File: src/rtl/if_fetch_stage.sv
// if_fetch_stage
//   Instruction-fetch stage. It owns the program counter and issues one
//   instruction-memory read per PC over a req/ready handshake. It presents
//   {PC+step, Instruction} to the IF/ID register. It absorbs variable memory
//   latency, freeze stalls and branch redirects, including redirects that land
//   while a read is still outstanding.
//
// Ports
//   clk, rst          rising-edge clock, asynchronous active-low reset
//   freeze            ID hazard stall: hold the presented instruction, keep the PC
//   branch_taken      one-cycle redirect pulse from EXE, target on branch_addr
//   imem_req/addr     read request to instruction memory (addr = pc)
//   imem_rdata/ready  read data, valid in the cycle imem_ready is high
//   PC                pc + PC_STEP of the presented instruction
//   Instruction       fetched instruction, 0 (NOP) when fetch_valid is low
//   fetch_valid       PC/Instruction carry a real instruction this cycle

module if_fetch_stage #(
  parameter logic [31:0] RESET_PC = 32'h0000_0000,
  parameter int unsigned PC_STEP  = 4
) (
  input  logic        clk,
  input  logic        rst,
  input  logic        freeze,
  input  logic        branch_taken,
  input  logic [31:0] branch_addr,
  output logic        imem_req,
  output logic [31:0] imem_addr,
  input  logic [31:0] imem_rdata,
  input  logic        imem_ready,
  output logic [31:0] PC,
  output logic [31:0] Instruction,
  output logic        fetch_valid
);

  localparam int unsigned XLEN = 32;

  localparam logic S_FETCH = 1'b0;
  localparam logic S_HOLD  = 1'b1;

  logic            state_q, state_d;
  logic [XLEN-1:0] pc_q, pc_d;
  logic [XLEN-1:0] inst_buf_q, inst_buf_d;
  logic            discard_q, discard_d;
  logic [XLEN-1:0] pc_next;

  assign pc_next = pc_q + XLEN'(PC_STEP);

  // State register
  always_ff @(posedge clk or negedge rst) begin
    if (!rst) begin
      state_q    <= S_FETCH;
      pc_q       <= RESET_PC;
      inst_buf_q <= '0;
      discard_q  <= 1'b0;
    end else begin
      state_q    <= state_d;
      pc_q       <= pc_d;
      inst_buf_q <= inst_buf_d;
      discard_q  <= discard_d;
    end
  end

  // Next-state logic, branches take priority over every other event
  always_comb begin
    state_d    = state_q;
    pc_d       = pc_q;
    inst_buf_d = inst_buf_q;
    discard_d  = discard_q;

    if (branch_taken) begin
      pc_d    = branch_addr;
      state_d = S_FETCH;
      // A read still outstanding returns later for the old pc; drop that one return.
      discard_d = (state_q == S_FETCH) && !imem_ready;
    end else if (state_q == S_FETCH) begin
      if (imem_ready) begin
        if (discard_q) begin
          // Stale return consumed; pc already holds the redirect target.
          discard_d = 1'b0;
        end else if (!freeze) begin
          pc_d = pc_next;
        end else begin
          inst_buf_d = imem_rdata;
          state_d    = S_HOLD;
        end
      end
    end else begin
      if (!freeze) begin
        pc_d    = pc_next;
        state_d = S_FETCH;
      end
    end
  end

  // Combinational outputs; reset masks the request and the valid flag
  always_comb begin
    imem_req    = rst && (state_q == S_FETCH);
    imem_addr   = pc_q;
    PC          = pc_next;
    fetch_valid = 1'b0;
    Instruction = '0;

    if (rst) begin
      if (state_q == S_FETCH) begin
        fetch_valid = imem_ready && !discard_q && !branch_taken;
      end else begin
        fetch_valid = !branch_taken;
      end
    end

    if (fetch_valid) begin
      Instruction = (state_q == S_FETCH) ? imem_rdata : inst_buf_q;
    end
  end

endmodule

File: config.mk
export PLATFORM = sky130hd
export DESIGN_NAME = if_fetch_stage
export DESIGN_NICKNAME = d
export VERILOG_FILES = /design/src/rtl/if_fetch_stage.sv
export SDC_FILE = /design/constraint.sdc
export NUM_CORES = 1
export LEC_CHECK = 0
export CAP_MARGIN = 20
export CORE_UTILIZATION = 25
export CTS_BUF_LIST = sky130_fd_sc_hd__clkbuf_8 sky130_fd_sc_hd__clkbuf_16
export DETAILED_ROUTE_END_ITERATION = 8
export PLACE_DENSITY_LB_ADDON = 0.3
export SLEW_MARGIN = 10
export SYNTH_ARGS = -nofsm -noshare
export SYNTH_HDL_FRONTEND = slang
export SYNTH_SLANG_ARGS = --single-unit
File: constraint.sdc
create_clock -name clk -period 3.3 [get_ports clk]
set_input_delay 0.66 -clock clk [delete_from_list [all_inputs] [get_ports clk]]
set_output_delay 0.66 -clock clk [all_outputs]
set_load 0.03 [all_outputs]
==> results of run 1 <==
[how the worst max path moves through the flow]
stage / startpoint / to / slack, ns
finish: imem_addr[4] / PC[9] / 0.15
global route: imem_addr[2] / PC[24] / 0.003
CTS: imem_addr[11] / PC[25] / 0.0008
detailed placement: imem_addr[2] / PC[22] / 0.23
global placement: imem_addr[2] / PC[22] / 0.29
floorplan: imem_addr[2] / PC[26] / 0.40
[per-layer routing]
layer	global-route usage [%]	up-vias
met5	0	-
met3	2.67	12
met4	6.09	0
li1	-	1737
met1	19.4	1794
met2	26.7	111
[per-stage QoR]
stage / total power [uW] / hold slack [ns]
after floorplan: 1540 / 0.364
after global placement: 1900 / 0.487
after global routing: 2990 / 0.229
final: 2850 / 0.218
after CTS: 2890 / 0.211
after detailed placement: 1920 / 0.494
[sequential cells by signal (all words and copies together) (netlist names)]
register	flops
inst_buf_q	32
state_q	1
discard_q	1
imem_addr	32
[worst max-delay path, stage by stage (launching register included)]
cell and delay [ns]:
dfrtp_1 0.52, nand3_2 0.23, buf_4 0.22, or2_2 0.35, xnor2_1 0.15, clkdlybuf4s50_1 0.70
[cell families (layout without fill, tap and decap cells)]
group	count (synthesis)	after routing
AOI/OAI and AO/OA	51	51
buffers and inverters	36	201
muxes	67	67
xor gates and xnor gates	36	36
and+or+nand+nor	143	143
adders and majority gates	1	1
DFF	66	66
[cell type report]
cell class | instances | share of cell area, %
Sequential cell | 66 | 27.1
Clock inverter | 6 | 0.965
Clock buffer | 10 | 3.92
Tap cell | 211 | 4.33
Timing Repair Buffer | 180 | 27.7
Inverter | 5 | 0.308
Multi-Input combinational cell | 298 | 35.6
[what timing repair did]
action,4_1_cts,5_1_grt
setup buffers,2,1
pin swaps,3,1
setup endpoints to repair,14,14
hold buffers,0,0
resized for setup,11,16
[synthesized netlist by cell type (3+ instances only)]
master	instances	area (um^2)
buf_4	3	22.5
buf_2	5	25.0
o211ai_1	10	75.1
nor2b_1	3	18.8
mux2_2	34	383
nand3_1	14	70.1
xor2_1	11	96.3
a21oi_1	7	35.0
nand4_1	12	75.1
xnor2_1	25	219
clkbuf_1	13	48.8
mux2i_1	33	330
inv_1	5	18.8
and3_1	8	50.1
o2bb2ai_1	6	52.6
nand2_1	33	124
dfrtp_1	66	1650
o21ai_0	10	50.1
and2_1	3	18.8
o311ai_0	5	43.8
buf_1	8	30.0
or3_1	5	31.3
nor2_1	49	184
[power by group through the flow]
stage	combinational, uW	clock [uW]	sequential [uW]
final	818	952	1080
after global routing	872	1020	1100
after CTS	829	988	1080
after global placement	821	0	1080
after floorplan	415	0	1130
after detailed placement	833	0	1090
==> summary.txt, run 1 <==
Outcome
  • Status: completed

Cells and area
  • Final Util: between 30 and 40%
  • Layout area overhead: 54.3%
  • Seq. cell area: about 0.0017 mm^2
  • Fill cell count: approximately 1,600
  • # nets final: 630
  • Non-filler cells, final: roughly 780
  • Layout cells sized above 1: between 20% and 30%
  • Ant. Diodes: 0
  • Area of the multi-input gates: 0.00217 mm^2
  • Final Cell Area: between 0.006 and 0.007 mm^2
  • Commonest non-fill, non-tap cell in the layout: clkdlybuf4s50_1
  • Commonest non-fill, non-tap cells in the layout: clkdlybuf4s50_1 (113), dfrtp_1 (65), nor2_1 (48), buf_4 (48), mux2_2 (34)

STA
  • Crit path time final: ~3.2 ns
  • Final period util: around 96%
  • Normalized max-slew margin: between 20% and 30%
  • Max frequency: 317 MHz
  • Final setup fails: 0
  • Setup TNS: 0 ns
  • Slew @ Worst Pin: roughly 1.1 ns
  • RSZ-0062 raised after global routing: no
  • Final slew viol count: 0
  • Final Hold Vio Count: 0
  • Final WS setup: 0.145 ns
  • Layout Skew: ~0.008 ns

Place
  • GPL Wtd Cong: between 0.8 and 0.9
  • I/O Buffers: 166
  • Post-Place Worst Slack: ~0.23 ns
  • DP Area: roughly 0.0057 mm^2
  • HPWL after DPL: ~9100 um
  • Placed Cells: roughly 760

Floorplanning
  • Core Area: between 0.015 and 0.02 mm^2
  • Die Y-Extent: about 130 um
  • IO Count: 167
  • Die width: 128 um
  • Row count: 45
  • Initial Util: 25.8%
  • Die Footprint: approximately 0.016 mm^2

Logic synthesis
  • Warnings from Yosys: 0
  • Cell count after synthesis: 400
  • Sequential area share after synthesis: between 40% and 50%
  • EDFF count, synth: 0
  • Mapped Area: between 0.003 and 0.004 mm^2
  • Post-synthesis simple-gate area fraction: between 10% and 20%
  • Largest family of logic cells by synthesized area: simple AND/OR/NAND/NOR gates
  • Post-Synth Adder-Cell Area: less than 1%
  • Library cells used by synthesis: 47
  • Synth Area in XOR/XNOR: 7.98%
  • Post-synthesis mux area share: between 10% and 20%
  • Top FF cell, synth: dfrtp_1
  • Compound-Gate Fraction of Synth Area: 9.13%
  • Post-synth ARST share: 100%
  • Yosys reg bits: between 60 and 70
  • Post-synth net total: 470
  • Mapped Avg Cell Area: slightly below 10 um^2

Setup path
  • Worst reg2reg path depth: 7
  • CP Data Required Time: ~2.6 ns
  • WP data arrival: approximately 2.5 ns
  • Worst R2R End: imem_addr[22]
  • Critical Path Fanout Max: 8
  • Critical path class: flip-flop to primary output
  • Critical path startpoint category: flip-flop
  • Reg-to-reg startpoint: imem_addr[2]
  • Reg2Reg Setup Slack: approximately 1.2 ns
  • Crit. End Element: primary output

Power
  • Switching Fraction: about a third
  • Max IR drop VDD: about 0.22 mV
  • Sequential power share: between 30% and 40%
  • Comb pwr share: between 20% and 30%
  • Clk network pwr share: 33.4%
  • Leakage: between 0.002 and 0.003 uW
  • Power Density: ~470 mW/mm^2
  • Net Sw Power: between 900 and 1000 uW
  • Int Power: 1950 uW

Clock tree
  • Clk sinks: 66
  • Reg clk slew, reported paths: around 0.060 ns
  • CTS max path bufs: 2
  • CTS tree: yes
  • Worst-Skew Late Latency: 0.33 ns
  • CTS H-tree lvls: 3
  • Clock Tree Root: clkbuf_16
  • Num CTS Buffers: 9

Detailed routing
  • DR pass1 iterations: 4
  • WL met3: 565 um
  • Via density: 4.71
  • Metal2 WL: 6340 um
  • Antenna violation net count after detailed routing: 0
  • DRC viols: 0
  • Detailed-route via count: about 3,700
  • Initial DRC count: 214
  • Routed len/inst: around 16 um
  • DRT met1 WL: between 5000 and 6000 um
  • Final wirelength: 12,400 um
  • Top Metal Used: met4

Min path
  • HP Class: primary input to async pin

GRT
  • Gr ovfl total: 0
  • Pin count of the biggest net entering global routing: 47
  • First-pass GRT wire length: ~20,000 um
  • GRT Overall Usage: approximately 16%
  • Initial antenna violation count: 0
  • Vias in the first global route: ~3,800

Run
  • Max-cap violations: 0
No activity file was read; power rests on OpenSTA's default activity.
==> run 2: changes to the inputs <==
ABC_AREA = 1   (was unset)
SLEW_MARGIN = 25   (was 10)
==> run 2 against run 1 <==
  * Setup slack better by 0.0018 ns
  * Highest routed layer unchanged
  * Final cell count up 23%
  * Utilization down 0.71 points
  * First-iteration DRC count down 37%
  * Clock skew down 0.0024 ns
==> summary.txt, run 2 <==
Min path
  • HP Class: primary input to async pin (unchanged)

Setup path
  • Critical Path Fanout Max: 5 (was 8)
  • WP data arrival: 2.49 ns (about the same)
  • Crit. End Element: primary output (unchanged)
  • Critical path startpoint category: flip-flop (unchanged)
  • CP Data Required Time: 2.64 ns (about the same)
  • Worst reg2reg path depth: 6 (was 7)
  • Critical path class: flip-flop to primary output (unchanged)

Clock tree
  • Hold_buf cts: 0 (unchanged)
  • CTS tree: yes (unchanged)
  • Number of gates resized after cts: 0 (was 11)
  • Clock Tree Root: clkbuf_16 (unchanged)
  • CTS max path bufs: 2 (unchanged)
  • Num CTS Buffers: 9 (unchanged)
  • Clk sinks: 66 (unchanged)
  • Reg clk slew, reported paths: 0.05 ns (was 0.06 ns)
  • Worst-Skew Late Latency: 0.34 ns (was 0.33 ns)
  • CTS H-tree lvls: 3 (unchanged)
  • Post-CTS Setup Inserts: 0 (was 2)

STA
  • Final period util: 95.6% (about the same)
  • Crit path time final: 3.15 ns (about the same)
  • Final Hold Vio Count: 0 (unchanged)
  • Normalized max-slew margin: 60.1% (was 28.0%)
  • Final WS setup: 0.147 ns (was 0.145 ns)
  • Setup TNS: 0 ns (unchanged)
  • Hold WS: 0.122 ns (was 0.218 ns)
  • Final setup fails: 0 (unchanged)
  • Max frequency: 317 MHz (about the same)
  • Slew @ Worst Pin: 0.599 ns (was 1.08 ns)
  • Final slew viol count: 0 (unchanged)
  • RSZ-0062 raised after global routing: no (unchanged)
  • Layout Skew: 0.00578 ns (was 0.00819 ns)

Logic synthesis
  • Warnings from Yosys: 0 (unchanged)
  • Yosys reg bits: 66 (unchanged)
  • Top FF cell, synth: dfrtp_1 (unchanged)
  • Top post-synthesis cells by area: dfrtp_1 (40%), nand2_1 (16%), nor2_1 (8.4%), inv_1 (5.1%), a22oi_1 (4.4%) (was dfrtp_1 (42%), mux2_2 (9.7%), mux2i_1 (8.4%), xnor2_1 (5.5%), nor2_1 (4.7%))
  • Post-synth ARST share: 100% (unchanged)
  • Sequential area share after synthesis: 40.1% (was 41.8%)
  • EDFF count, synth: 0 (unchanged)
  • Count leader, synth: nand2_1 (was dfrtp_1)
  • Area share of the largest cell type after synthesis: 40.1% (was 41.8%)
  • Leading post-synthesis cells by instance count: nand2_1 (174), nor2_1 (92), dfrtp_1 (66) (was dfrtp_1 (66), nor2_1 (49), mux2_2 (34))
  • Post-synth net total: 647 (was 470)
  • Cell taking the most area after synthesis: dfrtp_1 (unchanged)
  • Cell count after synthesis: 577 (was 400)
  • Mapped Area: 0.00411 mm^2 (was 0.00395 mm^2)
  • Mapped Avg Cell Area: 7.13 um^2 (was 9.87 um^2)
  • Library cells used by synthesis: 30 (was 47)

Power
  • Sequential power share: 35.2% (was 37.8%)
  • Max IR drop VDD: 0.230 mV (was 0.223 mV)
  • Clk network pwr share: 35.8% (was 33.4%)
  • Net Sw Power: 1020 uW (was 901 uW)
  • Comb pwr share: 29.0% (was 28.7%)
  • Switching Fraction: 33.2% (was 31.7%)
  • Int Power: 2050 uW (was 1950 uW)
  • Power, Total: 3070 uW (was 2850 uW)
  • Power Density: 490 mW/mm^2 (was 467 mW/mm^2)
  • Leakage: 0.00299 uW (was 0.00258 uW)

Floorplanning
  • Die Y-Extent: 130 um (was 128 um)
  • Die width: 130 um (was 128 um)
  • Row count: 46 (was 45)
  • Initial Util: 25.7% (was 25.8%)
  • Die Footprint: 0.0170 mm^2 (was 0.0163 mm^2)
  • IO Count: 167 (unchanged)
  • Core Area: 0.0160 mm^2 (was 0.0153 mm^2)

Detailed routing
  • Via density: 4.34 (was 4.71)
  • DRC viols: 0 (unchanged)
  • Antenna violation net count after detailed routing: 0 (unchanged)
  • DR pass1 iterations: 4 (unchanged)
  • Detailed-route via count: 4,154 (was 3,654)
  • Final wirelength: 13,000 um (was 12,400 um)
  • Routed len/inst: 13.6 um (was 16.0 um)
  • Initial DRC count: 134 (was 214)

Cells and area
  • Non-filler cells, final: 957 (was 776)
  • Commonest non-fill, non-tap cells in the layout: nand2_1 (174), clkdlybuf4s50_1 (133), nor2_1 (92), dfrtp_1 (65), inv_1 (56) (was clkdlybuf4s50_1 (113), dfrtp_1 (65), nor2_1 (48), buf_4 (48), mux2_2 (34))
  • Fill cell count: 1,749 (was 1,572)
  • Commonest non-fill, non-tap cell in the layout: nand2_1 (was clkdlybuf4s50_1)
  • Layout cells sized above 1: 12.7% (was 20.5%)
  • Layout area overhead: 52.0% (was 54.3%)
  • Ant. Diodes: 0 (unchanged)
  • # nets final: 806 (was 630)

Run
  • Max-cap violations: 0 (unchanged)

GRT
  • Initial antenna violation count: 0 (unchanged)
  • Pin count of the biggest net entering global routing: 43 (was 47)
  • First-pass GRT wire length: 21,000 um (was 19,800 um)
  • GRT Overall Usage: 16.4% (was 15.5%)
  • Gr ovfl total: 0 (unchanged)
  • Vias in the first global route: 4,004 (was 3,836)

Place
  • HPWL after DPL: 9670 um (was 9070 um)
  • GPL Wtd Cong: 0.960 (was 0.839)
  • Placed Cells: 941 (was 757)
  • I/O Buffers: 166 (unchanged)
  • Post-Place Worst Slack: 0.411 ns (was 0.227 ns)

Outcome
  • Status: completed (unchanged)
==> run 2: cell types whose count changed in the layout (fill, tap and decap cells not counted), moves of 20 or more <==
cell             previous run  this run
mux2i_1                    33         0
nand2_1                    33       174
o21ai_0                    10        30
clkdlybuf4s50_1           113       133
a21oi_1                     7        33
inv_1                       7        56
mux2_2                     34         0
nor2_1                     48        92
a22oi_1                     0        24
xnor2_1                    25         2
==> run 2: power by group through the flow <==
stage	clock [uW]	sequential (uW)	combinational, uW
final	1100	1080	890
after global placement	0	1090	891
after global routing	1170	1100	974
after CTS	1130	1080	902
after floorplan	0	1140	433
after detailed placement	0	1090	903
==> run 2: layer usage <==
metal | global-route usage (%) | part of all wire (%) | vias to the layer above | wire (um)
met3 | 4.84 | 8.1 | 13 | 1050
met2 | 27.3 | 47 | 139 | 6090
met1 | 20.2 | 44 | 1875 | 5690
met4 | 5.34 | 1.3 | 0 | 174
li1 | - | - | 2127 | -
met5 | 0 | 0 | - | 0
==> run 2: cells by family after synthesis <==
family | Yosys count | share of synthesized area [%]
adder cells (fa/ha/maj) | 1 | 0.304
flip-flops | 66 | 40.1
buffers and inverters | 85 | 8.33
AND/OR/NAND/NOR | 315 | 33.6
XOR/XNOR | 15 | 4.47
AO/OA/AOI/OAI | 95 | 13.1
==> run 2: worst paths after layout <==
| check | from | endpoint | slack, ns |
|---|---|---|---|
| max | imem_addr[11] | PC[15] | 0.15 |
| min | rst | imem_addr[20] | 0.12 |
| max reg2reg | state_q | imem_addr[5] | 1.43 |
| min reg2reg | inst_buf_q[31] | inst_buf_q[31] | 0.48 |
| max in group asynchronous | rst | state_q | 2.35 |
| min in group clk | inst_buf_q[31] | inst_buf_q[31] | 0.48 |
==> run 2: worst max-delay path: stages, from the launching register on <==
cell	delay (ns)
dfrtp_1	0.53
nand2_2	0.12
nor2_1	0.26
nand2_1	0.13
nor2_4	0.20
xor2_2	0.21
clkdlybuf4s50_1	0.70
==> run 2: area by class of cell <==
type,count,area (um^2),area share [%]
Inverter,57,214,3.42
Sequential cell,66,1650,26.4
Timing Repair Buffer,176,1650,26.5
Clock buffer,12,267,4.26
Clock inverter,4,72.6,1.16
Multi-Input combinational cell,426,2120,34.0
Tap cell,216,270,4.32
==> run 2: metrics by stage <==
step / instance area (um^2) / utilization (%)
CTS: 6250 / 39.1
detailed placement: 5910 / 37.0
finish: 6250 / 39.1
global route: 6250 / 39.1
floorplan: 4110 / -
global placement: 5910 / 37.0
